==> src/rtl/binary_to_gray.sv <==
// rtl/binary_to_gray.sv - parameterised binary-to-Gray converter with registered, self-monitoring path
//
// Purpose: converts an unsigned binary code to Gray code. A combinational
// output serves asynchronous consumers; a valid-qualified registered copy
// feeds a round-trip decode and a step monitor that flags any pair of
// consecutive (+/-1) samples whose Gray codes do not differ in exactly one bit.
//
// Ports:
//   clk        system clock, rising edge
//   rst_n      asynchronous active-low reset
//   binary     binary code to convert
//   in_valid   qualifies binary for the registered path
//   gray       combinational Gray code of binary
//   gray_q     registered Gray code of the last accepted sample
//   out_valid  one-cycle pulse: gray_q updated this cycle
//   bin_rt     combinational Gray-to-binary decode of gray_q
//   step_bits  popcount of gray_q ^ previous gray_q
//   seq_step   last two accepted samples differ by +/-1 (mod 2^WIDTH)
//   step_err   sticky: a +/-1 step did not change exactly one Gray bit

module binary_to_gray #(
  parameter int WIDTH = 4
) (
  input  logic                       clk,
  input  logic                       rst_n,
  input  logic [WIDTH-1:0]           binary,
  input  logic                       in_valid,
  output logic [WIDTH-1:0]           gray,
  output logic [WIDTH-1:0]           gray_q,
  output logic                       out_valid,
  output logic [WIDTH-1:0]           bin_rt,
  output logic [$clog2(WIDTH+1)-1:0] step_bits,
  output logic                       seq_step,
  output logic                       step_err
);

  localparam int SW = $clog2(WIDTH+1);
  localparam logic [WIDTH-1:0] ONE = WIDTH'(1);

  logic [WIDTH-1:0] gray_d;
  logic [WIDTH-1:0] prev_gray_q, prev_gray_d;
  logic [WIDTH-1:0] prev_bin_q, prev_bin_d;
  logic             out_valid_q, out_valid_d;
  logic             seq_step_q, seq_step_d;
  logic             step_err_q, step_err_d;
  logic             first_seen_q, first_seen_d;
  logic             step_bad;

  // Pure combinational path: valid even while rst_n is low.
  assign gray = binary ^ (binary >> 1);

  // Round-trip decode: each binary bit is the XOR of all Gray bits at or above it.
  always_comb begin
    logic acc;
    acc    = 1'b0;
    bin_rt = '0;
    for (int i = WIDTH-1; i >= 0; i--) begin
      acc       = acc ^ gray_q[i];
      bin_rt[i] = acc;
    end
  end

  always_comb begin
    logic [WIDTH-1:0] diff;
    diff      = gray_q ^ prev_gray_q;
    step_bits = '0;
    for (int i = 0; i < WIDTH; i++) begin
      step_bits = step_bits + SW'(diff[i]);
    end
  end

  // The error is visible in the same cycle as the offending sample and then
  // held by the sticky flop.
  assign step_bad = out_valid_q && seq_step_q && (step_bits != SW'(1));
  assign step_err = step_err_q || step_bad;

  always_comb begin
    gray_d       = gray_q;
    prev_gray_d  = prev_gray_q;
    prev_bin_d   = prev_bin_q;
    out_valid_d  = 1'b0;
    seq_step_d   = seq_step_q;
    first_seen_d = first_seen_q;
    step_err_d   = step_err;
    if (in_valid) begin
      gray_d       = gray;
      prev_gray_d  = gray_q;
      prev_bin_d   = binary;
      out_valid_d  = 1'b1;
      // Comparison is WIDTH bits wide, so max+1 wraps to 0 and 0-1 to max.
      seq_step_d   = first_seen_q &&
                     ((binary == prev_bin_q + ONE) || (binary == prev_bin_q - ONE));
      first_seen_d = 1'b1;
    end
  end

  always_ff @(posedge clk or negedge rst_n) begin
    if (!rst_n) begin
      gray_q       <= '0;
      prev_gray_q  <= '0;
      prev_bin_q   <= '0;
      out_valid_q  <= 1'b0;
      seq_step_q   <= 1'b0;
      step_err_q   <= 1'b0;
      first_seen_q <= 1'b0;
    end else begin
      gray_q       <= gray_d;
      prev_gray_q  <= prev_gray_d;
      prev_bin_q   <= prev_bin_d;
      out_valid_q  <= out_valid_d;
      seq_step_q   <= seq_step_d;
      step_err_q   <= step_err_d;
      first_seen_q <= first_seen_d;
    end
  end

  assign out_valid = out_valid_q;
  assign seq_step  = seq_step_q;

endmodule

==> config.mk <==
export PLATFORM = sky130hd
export DESIGN_NAME = binary_to_gray
export DESIGN_NICKNAME = d
export VERILOG_FILES = /design/src/rtl/binary_to_gray.sv
export SDC_FILE = /design/constraint.sdc
export NUM_CORES = 1
export LEC_CHECK = 0
export ABC_AREA = 1
export CAP_MARGIN = 30
export CORE_ASPECT_RATIO = 1.2
export CORE_MARGIN = 3
export CORE_UTILIZATION = 40
export DETAILED_ROUTE_END_ITERATION = 6
export PLACE_DENSITY = 0.71
export SETUP_SLACK_MARGIN = 0.02
export SYNTH_ARGS = -nofsm -noshare
export SYNTH_HDL_FRONTEND = slang
export SYNTH_SLANG_ARGS = --single-unit
==> constraint.sdc <==
create_clock -name clk -period 2.35 [get_ports clk]
set_input_delay 0.3525 -clock clk [delete_from_list [all_inputs] [get_ports clk]]
set_output_delay 0.3525 -clock clk [all_outputs]
set_load 0.01 [all_outputs]
### Word level (Yosys, flattened, before mapping)

Index checks and enable logic that the tools add are counted.

* register bits: 16
* bits of input ports: 7

* add/subtract/negate cells: 5
* eq/ne operators: 3
* multiplexer cells: 1
* bitwise operators: 5
* reduce and logical (&&, ||, !) cells: 5

Operators with widths (count)
* == test 4 bit: 2
* adder 4 x 1 -> 4 bit (second input constant): 1
* subtractor 4 x 1 -> 4 bit (second input constant): 1
* XOR 4 x 3 -> 4 bit: 1
* XOR 4 bit: 1
* adder 2 x 1 -> 3 bit: 1
* adder 3 x 1 -> 3 bit: 1
* logical AND 1 bit: 3
* inequality test 3 x 1 -> 1 bit (second input constant): 1
* XOR 1 bit: 3
* adder 1 x 1 -> 2 bit: 1
* logical OR 1 bit: 2
* 2-to-1 mux 1 bit: 1

### Longest topological paths before layout

Gate-level depths: netlist of run 1.

* depth after elaboration: 7
* depth in mapped cells: 10

### Least setup slack after synthesis of run 1

No wires, ideal clock.

* path kind: register to output
* start point: register gray_q[1]
* end point: output step_err
* data arrival time: 2227 ps
* data required time: 1997 ps
* slack: -230 ps
* cell stages (with the launch flop): 8
* cells stage by stage: dfrtp_1 > xnor2_1 > fa_1 > inv_1 > ha_1 > ha_1 > or3b_1 > a31o_1

* word-level cells in the longest chain between the ends: 7

RTL lines
* from (decl): line 29 `output logic [WIDTH-1:0] gray_q,`
* from (signal assigned): line 107 `gray_q <= gray_d;`
* XOR 4 bit: line 65 `diff = gray_q ^ prev_gray_q;`
* adder 1 x 1 -> 2 bit: line 68 `step_bits = step_bits + SW'(diff[i]);`
* adder 2 x 1 -> 3 bit: line 68
* adder 3 x 1 -> 3 bit: line 68
* via step_bits[1]: line 32 `output logic [$clog2(WIDTH+1)-1:0] step_bits,`
* inequality test 3 x 1 -> 1 bit: line 74 `assign step_bad = out_valid_q && seq_step_q && (step_bits != SW'(1));`
* logical AND 1 bit: line 74
* logical OR 1 bit: line 75 `assign step_err = step_err_q || step_bad;`
* to (decl): line 34 `output logic step_err`

The timed path passes the listed nets, and every way through them passes these cells.

### Worst setup path after layout of run 1

* start point: register prev_gray_q[0]
* end point: output step_err

* word-level cells in the longest chain between the ends: 7

RTL lines
* from (decl): line 41 `logic [WIDTH-1:0] prev_gray_q, prev_gray_d;`
* from (signal assigned): line 108 `prev_gray_q <= prev_gray_d;`
* XOR 4 bit: line 65
* adder 1 x 1 -> 2 bit: line 68
* adder 2 x 1 -> 3 bit: line 68
* adder 3 x 1 -> 3 bit: line 68
* inequality test 3 x 1 -> 1 bit: line 74
* logical AND 1 bit: line 74
* logical OR 1 bit: line 75

No other way between the ends.

==> key figures, run 1 <==
Global routing
  – First-pass GRT wire length: 3480 um
  – Number of global-route vias before repair: between 700 and 800
  – Antenna violations before repair: 0
  – Aggregate global-route resource usage: 15.6%
  – Congestion Overflow GR: 0
  – Largest net degree at the start of global routing: 19

Hold path
  – HP Class: input pin to asynchronous set/reset pin

STA
  – Tmin final: 2.89 ns
  – Tcrit/Tclk final: 123%
  – Slew Limit Fails: 0
  – WHS: 0.462 ns
  – Worst-Margin Slew: 0.677 ns
  – Worst setup margin: -0.540 ns
  – Fin. Hold Viols: 0
  – Final setup skew: about 0.0027 ns
  – Fmax: between 300 and 400 MHz
  – Slew headroom: 54.8%
  – Final Setup Violations: 2
  – RSZ-0062 raised after global routing: true

Cells and area
  – Final Instance Area: about 1300 sq um
  – Commonest non-fill, non-tap cell in the layout: nand2_1
  – Fillers: between 200 and 250
  – Final Net Count: 163
  – ANT cells: 0
  – Area growth syn-to-layout: 42.6%
  – Finished Layout Cells: 180
  – Share of cells above drive strength 1: 21.3%
  – Util after Layout: 62.3%
  – Most frequent cells in the layout: 42 x nand2_1, 19 x clkdlybuf4s50_1, 14 x dfrtp_1

Drt
  – Drt total wl: 1960 um
  – Remaining DRCs: 0
  – Drt wl/cell: 10.9 um
  – Total number of vias: 818
  – DR iter-0 viols: 9
  – First-pass DRT Iterations: 4
  – Vias per std cell: 4.54
  – DRT antenna net count: 0

CTS
  – Root Driver: clkbuf_4
  – Clock Path Buffers: 2
  – Number of clock sinks: 15
  – Worst skew pair latency: ~0.29 ns
  – Cts bufs inserted: 3
  – H-tree levels: 1
  – TritonCTS clock tree: built
  – Clk pin slew, worst setup/hold paths: 0.10 ns
  – Hold_buf cts: 0

Synthesis
  – Synth cell types: 20
  – Synthesized Nets: 129
  – Gate Count Post-Synth: 117
  – Mean post-synth cell area: 7.90 sq um
  – Synth top area share: about two fifths
  – Synthesis-stage register bit count: 15
  – Yosys top cell by area: dfrtp_1
  – Largest cells by area after synthesis: dfrtp_1 41%, nand2_1 17%, inv_1 5.7%, ha_1 5.4%, xor2_1 4.7%
  – Area of the mapped netlist: 925 sq um
  – Seq/Total Area, Yosys: 40.6%
  – Synth warnings: 0

Power and ir drop
  – Clk pwr share: 14.9%
  – Sequential share of power: 29.9%
  – Int Pwr: 690 uW
  – VDD IR max: 519 uV
  – Combinational power share: 55.2%
  – PwrDens: 797 nW/um^2
  – Sw power: 361 uW
  – Leak Pwr: 0.000681 uW
  – Switch share: between 30% and 40%
  – Tot Pwr: approximately 1100 uW

Outcome
  – Failing checks: negative setup slack
  – Outcome: complete, but fails checks

Floorplan
  – Core area: 2120 sq um
  – Die width: around 50 um
  – Die ar.: 2930 sq um
  – # IOs: 25
  – Starting Density: ~44%
  – Std-Cell Rows: 18
  – Chip height: 58.7 um

Place
  – Dpl cell area: 1230 sq um
  – Placed Cells incl. Taps: 172
  – Routability Congestion: 0.749
  – Port-buffer cells: 24
  – HPWL Detailed: 1570 um

Worst setup path
  – Most used cell, CP: ha_4
  – Critical path buffers and inverters: 2
  – Worst EP required: about 2.0 ns
  – Critical path type: register to output pin
  – Crit path cell chain: xnor2_2, fa_1, inv_2, ha_4, ha_4, or3b_1, a31o_1, buf_2
  – WP data arrival: 2.54 ns
  – CP Capture Type: output pin
  – CP max-delay cell: fa_1
  – Slowest stage delay, CP: 0.55 ns
  – CP Launch Type: register
  – CP top delay family: adder cells
  – Worst Path Max Fanout: 2

Job
  – Max_cap viols: 0
timing repair:
action                                 in CTS  in global routing
resized for setup                          21                  6
buffers inserted                            2                  2
pin swaps                                   1                  3
setup endpoints to repair                   4                  4
endpoints found under the hold margin       0                  0
metal layers:
metal  wire length (um)  track usage, %  vias to the layer above
met5                  0               0                        -
met4                 36            7.11                        0
met3                 79            2.78                        4
met2               1020            28.5                       21
met1                829            17.6                      372
li1                   -               -                      421
stage by stage:
step | setup WS, ns | setup TNS (ns)
2_1_floorplan | -0.153 | -0.153
3_3_place_gp | -0.535 | -0.620
3_5_place_dp | -0.586 | -0.725
4_1_cts | -0.548 | -0.644
5_1_grt | -0.620 | -0.898
6_report | -0.540 | -0.705
layout make-up:
type | instances | area [sq um] | share of cell area, %
sequential | 15 | 377 | 28.6
inverter | 20 | 77.6 | 5.88
clock buffer | 3 | 22.5 | 1.71
tap | 30 | 37.5 | 2.85
clock inverter | 1 | 5.00 | 0.380
multi-input combinational | 78 | 493 | 37.4
timing repair buffer | 33 | 307 | 23.2
flip-flops by register name (all words and copies together), names as in the netlist:
register	count
out_valid	1
first_seen_q	1
seq_step	1
gray_q	4
prev_gray_q	4
prev_bin_q	3
step_err_q	1
cell families (layout without fill, tap and decap cells):
logic type                 count (synthesis)  in the layout  synth area share [%]
DFF                                       15             15                  40.6
AOI/OAI and AO/OA                         10             10                  5.82
adders and majority gates                  5              5                  7.58
and+or+nand+nor                           53             53                  23.7
xor gates and xnor gates                  10             10                  11.1
buffers and inverters                     24             57                  11.2
worst paths after layout:
kind                           startpoint        endpoint  slack (ns)  cells after the start
max                        prev_gray_q[0]        step_err       -0.54                      8
min                                 rst_n  prev_gray_q[1]        0.46                      1
max reg2reg                prev_gray_q[0]      step_err_q        0.02                      8
min reg2reg                  first_seen_q    first_seen_q        0.48                      1
max in group asynchronous           rst_n       gray_q[1]        1.42                      1
min in group clk             first_seen_q    first_seen_q        0.48                      1
worst reg2reg max path, cell delays in order, from the launching register on:
cell and delay [ns]:
dfrtp_1 0.42, xnor2_2 0.16, fa_1 0.55, inv_2 0.05, ha_4 0.15, ha_4 0.21, or3b_1 0.34, a31o_1 0.23
buf_4 0.13
synthesized netlist by cell type:
cell / n
nand2_1: 42
dfrtp_1: 15
inv_1: 14
nand3_1: 7
inv_2: 5
o21ai_0: 5
xor2_1: 5
ha_1: 4
o21ai_1: 4
buf_4: 3
xnor2_1: 3
xor2_2: 2
a31o_1: 1
clkbuf_1: 1
fa_1: 1
inv_4: 1
nand3b_1: 1
nor2_1: 1
or2_1: 1
or3b_1: 1
power groups by stage:
stage | registers, uW | logic (uW) | clock network (uW)
floorplan | 323 | 243 | 0
CTS | 315 | 489 | 160
global route | 319 | 636 | 178
global placement | 314 | 465 | 0
finish | 315 | 580 | 156
detailed placement | 316 | 482 | 0
Power figures use the tool's default switching activity.
==> run 2: changes to the inputs <==
CORE_UTILIZATION = 42   (was 40)
PLACE_DENSITY = 0.74   (was 0.71)
SKIP_LAST_GASP = 1   (was unset)
==> run 2 against run 1 <==
Global-route usage up 0.18 points. Critical path type unchanged. Sequential share of layout area grew 0.64 points. Sequential power is essentially flat. Combinational power shrank 12%. Via count up 2.3%. Die area fell by 4.2%. The flow still finishes with violations (negative setup slack). Worst hold slack better by 0.0099 ns. Maximum frequency is 0.49% higher.
==> key figures, run 2 (synthesized netlist as in run 1, its figures left out) <==
Outcome
  – Outcome: complete, but fails checks
  – Failing checks: negative setup slack

STA
  – Final Setup Violations: 2
  – RSZ-0062 raised after global routing: true
  – Tmin final: approximately 2.9 ns
  – Fin. Hold Viols: 0
  – Final setup skew: 0.00101 ns
  – Slew headroom: between 50% and 60%
  – Tcrit/Tclk final: 122%
  – Slew Limit Fails: 0
  – Worst-Margin Slew: 0.666 ns
  – Fmax: 348 MHz
  – Worst setup margin: -0.526 ns

Global routing
  – Number of global-route vias before repair: 857
  – Congestion Overflow GR: 0
  – Aggregate global-route resource usage: 15.8%
  – Antenna violations before repair: 0
  – First-pass GRT wire length: 3420 um
  – Largest net degree at the start of global routing: 19

Drt
  – Vias per std cell: 4.65
  – DRT antenna net count: 0
  – Drt total wl: between 1500 and 2000 um
  – DR iter-0 viols: 12
  – Drt wl/cell: between 10 and 15 um
  – Total number of vias: 837
  – Remaining DRCs: 0
  – First-pass DRT Iterations: 4

Cells and area
  – ANT cells: 0
  – Util after Layout: 62.3%
  – Area growth syn-to-layout: 39.5%
  – Final Net Count: around 160
  – Most frequent cells in the layout: 42 x nand2_1, 19 x clkdlybuf4s50_1, 14 x inv_1, 14 x dfrtp_1, 8 x buf_4
  – Share of cells above drive strength 1: 19.3%
  – Commonest non-fill, non-tap cell in the layout: nand2_1
  – Largest registers: gray_q (4), prev_gray_q (4), prev_bin_q (3)

Power and ir drop
  – PwrDens: between 700 and 800 nW/um^2
  – Tot Pwr: 970 uW
  – Leak Pwr: ~0.00067 uW
  – VDD IR max: between 500 and 600 uV

CTS
  – H-tree levels: 1
  – TritonCTS clock tree: built
  – Worst skew pair latency: about 0.28 ns
  – Clock Path Buffers: 2
  – Cts bufs inserted: 3
  – Number of clock sinks: 15
  – Clk pin slew, worst setup/hold paths: 0.08 ns
  – Root Driver: clkbuf_4

Place
  – HPWL Detailed: 1530 um
  – Routability Congestion: 0.806
  – Port-buffer cells: 24

Floorplan
  – # IOs: 25
  – Chip height: 57.4 um
  – Std-Cell Rows: 18
  – Die width: 48.8 um
  – Core area: 2070 sq um
  – Starting Density: 44.6%
  – Die ar.: 2800 sq um

Worst setup path
  – Critical path type: register to output pin
  – Slowest stage delay, CP: 0.53 ns
  – CP max-delay cell: fa_1
  – Worst EP required: about 2 ns
  – Crit path cell chain: xnor2_2, fa_1, inv_1, ha_2, ha_4, or3b_1, a31o_1, buf_2
  – WP data arrival: 2.52 ns
  – CP top delay family: adder cells
  – CP Capture Type: output pin
  – Worst Path Max Fanout: 2
  – Critical path buffers and inverters: 2
  – CP Launch Type: register

Job
  – Max_cap viols: 0

Hold path
  – HP Class: input pin to asynchronous set/reset pin
[run 2: cell types whose count changed in the layout (fill, tap and decap cells not counted), sizes merged]
cell,before,now
clkinv,1,0
buf,13,12
clkbuf,3,5
[run 2: timing repair]
item,CTS,global route
pin swaps,1,1
setup endpoints to repair,5,4
resized for setup,19,2
buffers inserted,3,2
endpoints found under the hold margin,0,0
hold buffers,0,0
[run 2: routing by layer]
metal / global-route usage, % / wire length, um / part of all wire, %
met3: 2.35 / 77 / 4.0
met5: 0 / 0 / 0
met1: 15.5 / 794 / 41
met4: 6.10 / 22 / 1.1
met2: 32.4 / 1020 / 53
[run 2: final cells by class]
| class | instances | area (sq um) |
|---|---|---|
| inverters | 20 | 77.6 |
| well taps | 30 | 37.5 |
| fillers | 192 | 782 |
| repair buffers | 33 | 297 |
| flip-flops and latches | 15 | 377 |
| clock buffers | 4 | 26.3 |
| multi-input cells | 78 | 475 |
[run 2: path summary, 6_finish.rpt]
path	slack (ns)	depth (start not counted)	from	endpoint
setup / recovery	-0.53	8	prev_gray_q[0]	step_err
min in group clk	0.47	1	step_err_q	step_err_q
max in group asynchronous	1.41	1	rst_n	gray_q[1]
hold / removal	0.47	1	rst_n	prev_gray_q[0]
hold reg to reg	0.47	1	step_err_q	step_err_q
setup reg to reg	0.14	7	prev_gray_q[0]	step_err_q
[run 2: metrics by stage]
stage / setup TNS, ns / hold slack [ns] / area [sq um] / cells / worst slack, ns
finish: -0.805 / 0.472 / 1290 / 180 / -0.526
CTS: -0.699 / 0.477 / 1290 / 178 / -0.537
global route: -0.989 / 0.512 / 1290 / 180 / -0.628
global placement: -0.632 / 0.447 / 1220 / 171 / -0.546
detailed placement: -0.738 / 0.461 / 1220 / 171 / -0.602
floorplan: -0.153 / 0.0569 / 938 / 117 / -0.153
[run 2: power breakdown]
group	leakage, uW	internal, uW	switching (uW)	total [uW]
Clock	0.0000150	65.9	79.0	145
Combinational	0.000478	284	228	512
Sequential	0.000178	290	22.6	312
Total	0.000670	640	330	970
[run 2: worst register-to-register path, cell delays in order, from the launching register on]
cell and delay, ns:
dfrtp_1 0.41, xnor2_2 0.15, fa_1 0.53, inv_1 0.04
ha_2 0.19, ha_4 0.21, or3b_1 0.37, a31o_1 0.19
